--- src/rtl/data_mem_responder_pkg.sv ---
// Shared definitions for the LOAD/STORE memory path: responder FSM encoding
// and the core opcodes that produce req_valid / req_write.
`timescale 1ns/1ps
package cpu_defs;

  typedef enum logic [1:0] {
    IDLE = 2'b00,
    BUSY = 2'b01,
    RESP = 2'b10
  } state_t;

  localparam logic [3:0] LOAD = 4'b1000;
  localparam logic [3:0] STOR = 4'b1001;

  function automatic logic is_mem_op(input logic [3:0] opcode);
    return (opcode == LOAD) || (opcode == STOR);
  endfunction

endpackage

--- src/rtl/data_mem_responder_word_ram.sv ---
// DEPTH x 16 word array: synchronous write, combinational read.
`timescale 1ns/1ps
module word_ram #(
  parameter int DEPTH = 256,
  parameter int AW    = 8
) (
  input  logic          clk,
  input  logic          we,
  input  logic [AW-1:0] waddr,
  input  logic [15:0]   wdata,
  input  logic [AW-1:0] raddr,
  output logic [15:0]   rdata
);

  logic [15:0] mem [DEPTH];

  always_ff @(posedge clk) begin
    if (we) mem[waddr] <= wdata;
  end

  assign rdata = mem[raddr];

endmodule

--- src/rtl/data_mem_responder.sv ---
// Memory-side responder: accepts one word request, waits WAIT_CYCLES in BUSY,
// performs the RAM access and returns a single-cycle response.
`timescale 1ns/1ps
module data_mem_responder
  import cpu_defs::*;
#(
  parameter int DEPTH       = 256,
  parameter int WAIT_CYCLES = 2
) (
  input  logic        clk,
  input  logic        reset,
  input  logic        req_valid,
  input  logic        req_write,
  input  logic [15:0] req_addr,
  input  logic [15:0] req_wdata,
  output logic        req_ready,
  output logic        stall,
  output logic        resp_valid,
  output logic [15:0] resp_rdata,
  output logic        resp_err,
  output logic [7:0]  err_count
);

  localparam int AW = (DEPTH > 1) ? $clog2(DEPTH) : 1;
  localparam logic [3:0] CNT_INIT = 4'(WAIT_CYCLES - 1);

  state_t      state;
  state_t      state_next;
  logic [3:0]  cnt;
  logic        write_q;
  logic [15:0] addr_q;
  logic [15:0] wdata_q;
  logic        accept;
  logic        access;
  logic        addr_err;
  logic        ram_we;
  logic [15:0] ram_rdata;

  assign addr_err = addr_q[0] | ({17'd0, addr_q[15:1]} >= 32'(DEPTH));
  // A reset landing on the access edge must drop the store entirely.
  assign ram_we   = access && write_q && !addr_err && !reset;

  always_comb begin
    state_next = state;
    req_ready  = 1'b0;
    stall      = 1'b0;
    accept     = 1'b0;
    access     = 1'b0;
    case (state)
      IDLE: begin
        req_ready = !reset;
        stall     = req_valid;
        if (req_valid && !reset) begin
          accept     = 1'b1;
          state_next = BUSY;
        end
      end
      BUSY: begin
        stall = 1'b1;
        if (cnt == 4'd0) begin
          access     = 1'b1;
          state_next = RESP;
        end
      end
      RESP:    state_next = IDLE;
      default: state_next = IDLE;
    endcase
  end

  always_ff @(posedge clk) begin
    if (reset) state <= IDLE;
    else       state <= state_next;
  end

  always_ff @(posedge clk) begin
    if (reset) begin
      cnt        <= 4'd0;
      write_q    <= 1'b0;
      addr_q     <= 16'd0;
      wdata_q    <= 16'd0;
      resp_valid <= 1'b0;
      resp_rdata <= 16'd0;
      resp_err   <= 1'b0;
      err_count  <= 8'd0;
    end else begin
      resp_valid <= access;
      if (accept) begin
        write_q <= req_write;
        addr_q  <= req_addr;
        wdata_q <= req_wdata;
        cnt     <= CNT_INIT;
      end else if (state == BUSY && cnt != 4'd0) begin
        cnt <= cnt - 4'd1;
      end
      if (access) begin
        resp_err   <= addr_err;
        resp_rdata <= (addr_err || write_q) ? 16'd0 : ram_rdata;
        if (addr_err && err_count != 8'hFF) err_count <= err_count + 8'd1;
      end
    end
  end

  word_ram #(
    .DEPTH(DEPTH),
    .AW   (AW)
  ) u_word_ram (
    .clk  (clk),
    .we   (ram_we),
    .waddr(addr_q[AW:1]),
    .wdata(wdata_q),
    .raddr(addr_q[AW:1]),
    .rdata(ram_rdata)
  );

endmodule

--- config.mk ---
export PLATFORM = sky130hd
export DESIGN_NAME = data_mem_responder
export DESIGN_NICKNAME = d
export VERILOG_FILES = /design/src/rtl/data_mem_responder_pkg.sv /design/src/rtl/data_mem_responder_word_ram.sv /design/src/rtl/data_mem_responder.sv
export SDC_FILE = /design/constraint.sdc
export NUM_CORES = 2
export LEC_CHECK = 0
export CAP_MARGIN = 20
export CORE_ASPECT_RATIO = 1.25
export CORE_MARGIN = 1.5
export CORE_UTILIZATION = 30
export CTS_CLUSTER_SIZE = 14
export DETAILED_ROUTE_END_ITERATION = 10
export GPL_ROUTABILITY_DRIVEN = 0
export PLACE_DENSITY = 0.49
export RECOVER_POWER = 25
export SETUP_SLACK_MARGIN = 0.05
export SLEW_MARGIN = 20
export SYNTH_ARGS = -nofsm -noshare
export SYNTH_HDL_FRONTEND = slang
export SYNTH_HIERARCHICAL = 1
export SYNTH_SLANG_ARGS = --single-unit
--- constraint.sdc ---
create_clock -name clk -period 11.9 [get_ports clk]
set_input_delay 2.38 -clock clk [delete_from_list [all_inputs] [get_ports clk]]
set_output_delay 2.38 -clock clk [all_outputs]
set_load 0.02 [all_outputs]
== Word level (Yosys, flattened, before mapping) ==
Memory sizes are Yosys's and may differ from the RTL's. A register that Yosys moved wholly into a read port is not among the register bits.
Index checks and enable logic that the tools add are counted.

* RAM bits: 4096
* Memories: 1
* Input bits: 36
* Flip-flop bits (word level): 65

{| class="wikitable"
|+ Memories
! memory !! depth !! width !! rd ports !! clocked after memory_dff !! wr ports !! line !! source
|-
| u_word_ram.mem || 256 || 16 || 1 || 1 || 1 || data_mem_responder_word_ram.sv:15 || <nowiki>logic [15:0] mem [DEPTH];</nowiki>
|}

* Bitwise logic cells: 1
* Reductions and logical operators: 16
* $add $sub $neg: 2
* Equal/unequal tests: 4
* $lt $le $gt $ge: 1
* Multiplexer cells: 16

{| class="wikitable"
|+ Operators by type and width
! operator !! count
|-
| 16-bit 2-to-1 mux || 1
|-
| 8-bit 2-to-1 mux || 2
|-
| 15-bit by 9-bit >= comparator with 1-bit output, second input constant || 1
|-
| 1-bit 2-to-1 mux || 9
|-
| 8-bit by 1-bit adder with 8-bit output, second input constant || 1
|-
| 8-bit != test, second input constant || 1
|-
| 1-bit logical AND || 6
|-
| 4-bit zero test || 1
|-
| 2-bit 2-to-1 mux || 2
|-
| 2-bit != test, second input constant || 2
|-
| 2-bit case mux with 2 select lines || 1
|-
| 2-bit AND reduction || 2
|-
| 4-bit nonzero test || 1
|-
| 4-bit by 1-bit subtractor with 4-bit output, second input constant || 1
|-
| 2-bit by 1-bit equality test with 1-bit output, second input constant || 1
|-
| 1-bit zero test || 2
|-
| 2-bit zero test || 1
|-
| 1-bit case mux with 2 select lines || 1
|-
| 2-bit nonzero test || 1
|-
| 2-bit OR reduction || 1
|-
| 1-bit logical OR || 1
|-
| 1-bit OR || 1
|}

== Logic depth before layout (Yosys ltp) ==
* Word-level depth: 8
* Gate-level depth with buffers: 13
* Gate-level depth less buffers: 8

== Hierarchy ==
The synthesis kept the hierarchy.

{| class="wikitable"
|+ Modules (own cells, without submodules)
! module !! times used !! cells an instance !! area an instance (sq um)
|-
| word_ram || 1 || 7344 || 158394.4
|-
| data_mem_responder || 1 || 272 || 2429.8
|}

== Worst setup path before layout ==
No wires, ideal clock.

* Kind: input port to output port
* Start: in reset
* End: out req_ready
* Arrival time: 3127 ps
* Stages on the path: 2
* Required time: 9520 ps
* Setup slack: 6393 ps
* Cell sequence: clkbuf_1 -> nor3_1

* Cells in the longest elaborated chain, start to end: 2

{| class="wikitable"
|+ Ends and longest elaborated chain
! what !! line !! source
|-
| from (decl) || data_mem_responder.sv:11 || <nowiki>input logic reset,</nowiki>
|-
| 1-bit zero test || data_mem_responder.sv:51 || <nowiki>req_ready = !reset;</nowiki>
|-
| 1-bit 2-to-1 mux || data_mem_responder.sv:49 || <nowiki>case (state)</nowiki>
|-
| to (decl) || data_mem_responder.sv:16 || <nowiki>output logic req_ready,</nowiki>
|}

Every way passes these cells.

== Worst setup path in the final report ==
* Start: reg wdata_q[14]
* End: mem u_word_ram.mem[73][14], data pin

{| class="wikitable"
|+ RTL lines
! what !! line !! source
|-
| from (decl) || data_mem_responder.sv:32 || <nowiki>logic [15:0] wdata_q;</nowiki>
|-
| from (signal assigned) || data_mem_responder.sv:90 || <nowiki>wdata_q <= req_wdata;</nowiki>
|-
| to (decl) || data_mem_responder_word_ram.sv:15 ||
|}

Straight into the memory's write port.

==> reports/qor.yml <==
clocking:
  cts_buffers: 393
  cts-root-buf: "clkbuf_16"
  clk_latency_ns: 0.98
  cts-hold-fix-buffers: 0
  clock_sinks: 4161
  post_cts_resized: 0
  h-tree-depth: 5
  path_clk_slew_ns: 0.06
  cts_buffer_depth: 4
  cts_setup_buffers: 0
  cts_tree: "built"
global_routing:
  grt_max_degree: 165
  overflow: 0
  grt_pass1_wl_mm: 658
  track_usage: 0.172
  grt_pass1_vias: 80300
  antenna_found_initial: 19
power:
  p_leak_nw: 57.2
  p_comb_frac: 0.051
  ir_drop_mv: 0.128
  sw_frac_of_total: 0.219
  seqPwrFrac: 0.539
  switching_power_w: 0.00658
  p_int_w: 0.0235
  p_clk_frac: 0.410
  power_density_nw_per_um2: 164
  fin_total_pwr_w: 0.0301
setup_path:
  required_ns: 12.51
  worstSetupPathType: "flop to flop"
  arrival_ns: 7.01
  crit_fanout: 132
  setup.worst_path.start_class: "flop"
  cp-end-kind: "flop"
yosys:
  synth-edff-count: 4096
  synth_fp_nets: 7655
  ys_ff_latch: 4161
  mappedNetlistArea_sq_um: 161000
  ys.flop_type: "edfxtp_1"
  async_flop_share: 0
  yosysWarnings: 6
  syn_inst: 7616
  ys_seq_area_frac: 0.773
  syn_avg_cell_area_sq_um: 21.1
  synth_cell_type_count: 64
timing:
  rsz0062_at_grt: "false"
  finalSetupViolCount: 0
  max_freq_ghz: 0.156
  setup_tns_ns: 0
  slew_viol_final: 1657
  relSlewSlack: -1.83
  hold_viol_final: 0
  period_needed_ns: 6.41
  tightest_slew_ns: 4.25
  finalCritPeriodShare: 0.539
  skew_ns: 0.0824
detailed_routing:
  viasPerCell: 5.18
  drt_iter0_drc: 7932
  antenna_left: 0
  drcViolationCount: 0
  vias: 79500
  firstDrtPassIters: 8
  wl_per_cell_um: 31.0
  drt_wl_total_mm: 477
floorplan:
  num_rows: 300
  die_h_um: 822
  ioPinCount: 64
  start_util: 0.301
  die_w_um: 658
  die_area_sq_um: 541000
  core_sq_um: 534000
layout:
  fin_util: 0.343
  final_cell_mix: "edfxtp_1, mux4_2, mux2i_1, clkbuf_16, buf_4"
  fin_nets: 7981
  stdcell_count: 15400
  area_delta_synth_final_pct: 14.0
  n_fill_cell: 49800
  finish.instance_area_sq_um: 183000
  drive_above_1_share: 0.234
  final_common_cell: "edfxtp_1"
place:
  placed_area_sq_um: 171000
  io_buffers: 63
  dp_hpwl_mm: 288
  dp_cells: 14600
worst_hold_path:
  hold_path_class: "flop to flop"
status:
  run_status: "finished, violations left"
  violations: "max-capacitance violations, max-slew violations"
job:
  cap_viol_max_count: 30
==> sequential cells by signal, indices dropped and copies added, names as in the netlist <==
signal	cells
state	2
resp_valid	1
write_q	1
err_count	8
resp_rdata	16
addr_q	16
resp_err	1
u_word_ram/mem	4096
cnt	4
wdata_q	16
==> cell type report <==
cell class | instances | area [sq um] | area share
multi-input combinational | 2978 | 34400 | 0.188
tap | 7097 | 8880 | 0.0484
sequential | 4161 | 124000 | 0.678
timing repair buffer | 400 | 3390 | 0.0185
clock buffer | 477 | 10300 | 0.0563
clock inverter | 231 | 1960 | 0.0107
antenna | 13 | 32.5 | 0.000177
inverter | 8 | 42.5 | 0.000232
==> metal layers <==
| metal | routed length [um] | track usage | vias to the layer above |
|---|---|---|---|
| met5 | 57 | 0 | - |
| met4 | 18200 | 0.0608 | 8 |
| met3 | 26300 | 0.0245 | 600 |
| met2 | 242000 | 0.299 | 2650 |
| met1 | 190000 | 0.218 | 43500 |
| li1 | - | - | 32800 |
==> worst max-delay path, cell delays in order, from the launching register on <==
cell and delay, ns:
dfxtp_1 1.11, clkbuf_1 2.33, clkbuf_1 1.69, buf_16 0.43
==> path summary, 6_finish.rpt <==
check | startpoint | endpoint | slack (ns) | depth (start not counted)
min reg2reg | addr_q[10] | addr_q[10] | 0.46 | 2
max | wdata_q[14] | u_word_ram/mem[73][14] | 5.49 | 3
max reg2reg | wdata_q[14] | u_word_ram/mem[73][14] | 5.49 | 3
min | addr_q[10] | addr_q[10] | 0.46 | 2
==> logic make-up after synthesis <==
kind of cell               share of synthesized area
xor gates and xnor gates                    0.000163
adders and majority gates                   0.000233
AOI/OAI and AO/OA                             0.0376
muxes                                          0.153
and+or+nand+nor                               0.0188
DFF                                            0.773
buffers and inverters                         0.0173
==> through the flow <==
| step | hold slack, ns | setup slack, ns |
|---|---|---|
| global placement | 0.445 | 5.47 |
| CTS | 0.459 | 5.53 |
| global route | 0.478 | 5.20 |
| floorplan | 0.436 | 6.39 |
| finish | 0.456 | 5.49 |
| detailed placement | 0.451 | 5.55 |
==> synthesized netlist by cell type, types with 7 or more instances <==
cell type	instances	share of area
mux2i_1	565	0.035
nand3_1	40	0.0012
a221oi_1	28	0.0015
a22oi_1	43	0.0020
buf_2	81	0.0025
nand4_1	26	0.0010
o21ai_0	39	0.0012
o32ai_1	20	0.0011
nor2b_1	12	0.00047
o22ai_1	148	0.0058
o31ai_1	21	0.00098
a211oi_1	18	0.00084
buf_1	28	0.00065
nor4_1	18	0.00070
buf_4	26	0.0012
inv_1	7	0.00016
clkbuf_1	240	0.0056
nor2_1	313	0.0073
mux4_2	797	0.11
a2111oi_0	7	0.00038
mux2_2	88	0.0062
buf_6	78	0.0055
buf_8	11	0.0010
nand2_1	109	0.0025
and3_1	15	0.00058
a21oi_1	216	0.0067
o221ai_1	252	0.014
edfxtp_1	4096	0.76
nor3_1	95	0.0030
dfxtp_1	65	0.0081
a22o_1	48	0.0026
==> power by group through the flow <==
stage / sequential [W] / clock [W] / combinational (W)
after global placement: 0.0165 / 0 / 0.00153
after detailed placement: 0.0165 / 0 / 0.00156
after global routing: 0.0162 / 0.0131 / 0.00161
after CTS: 0.0162 / 0.0126 / 0.00156
after floorplan: 0.0166 / 0 / 0.000851
final: 0.0162 / 0.0123 / 0.00154
(Power assumes the default switching activity.)
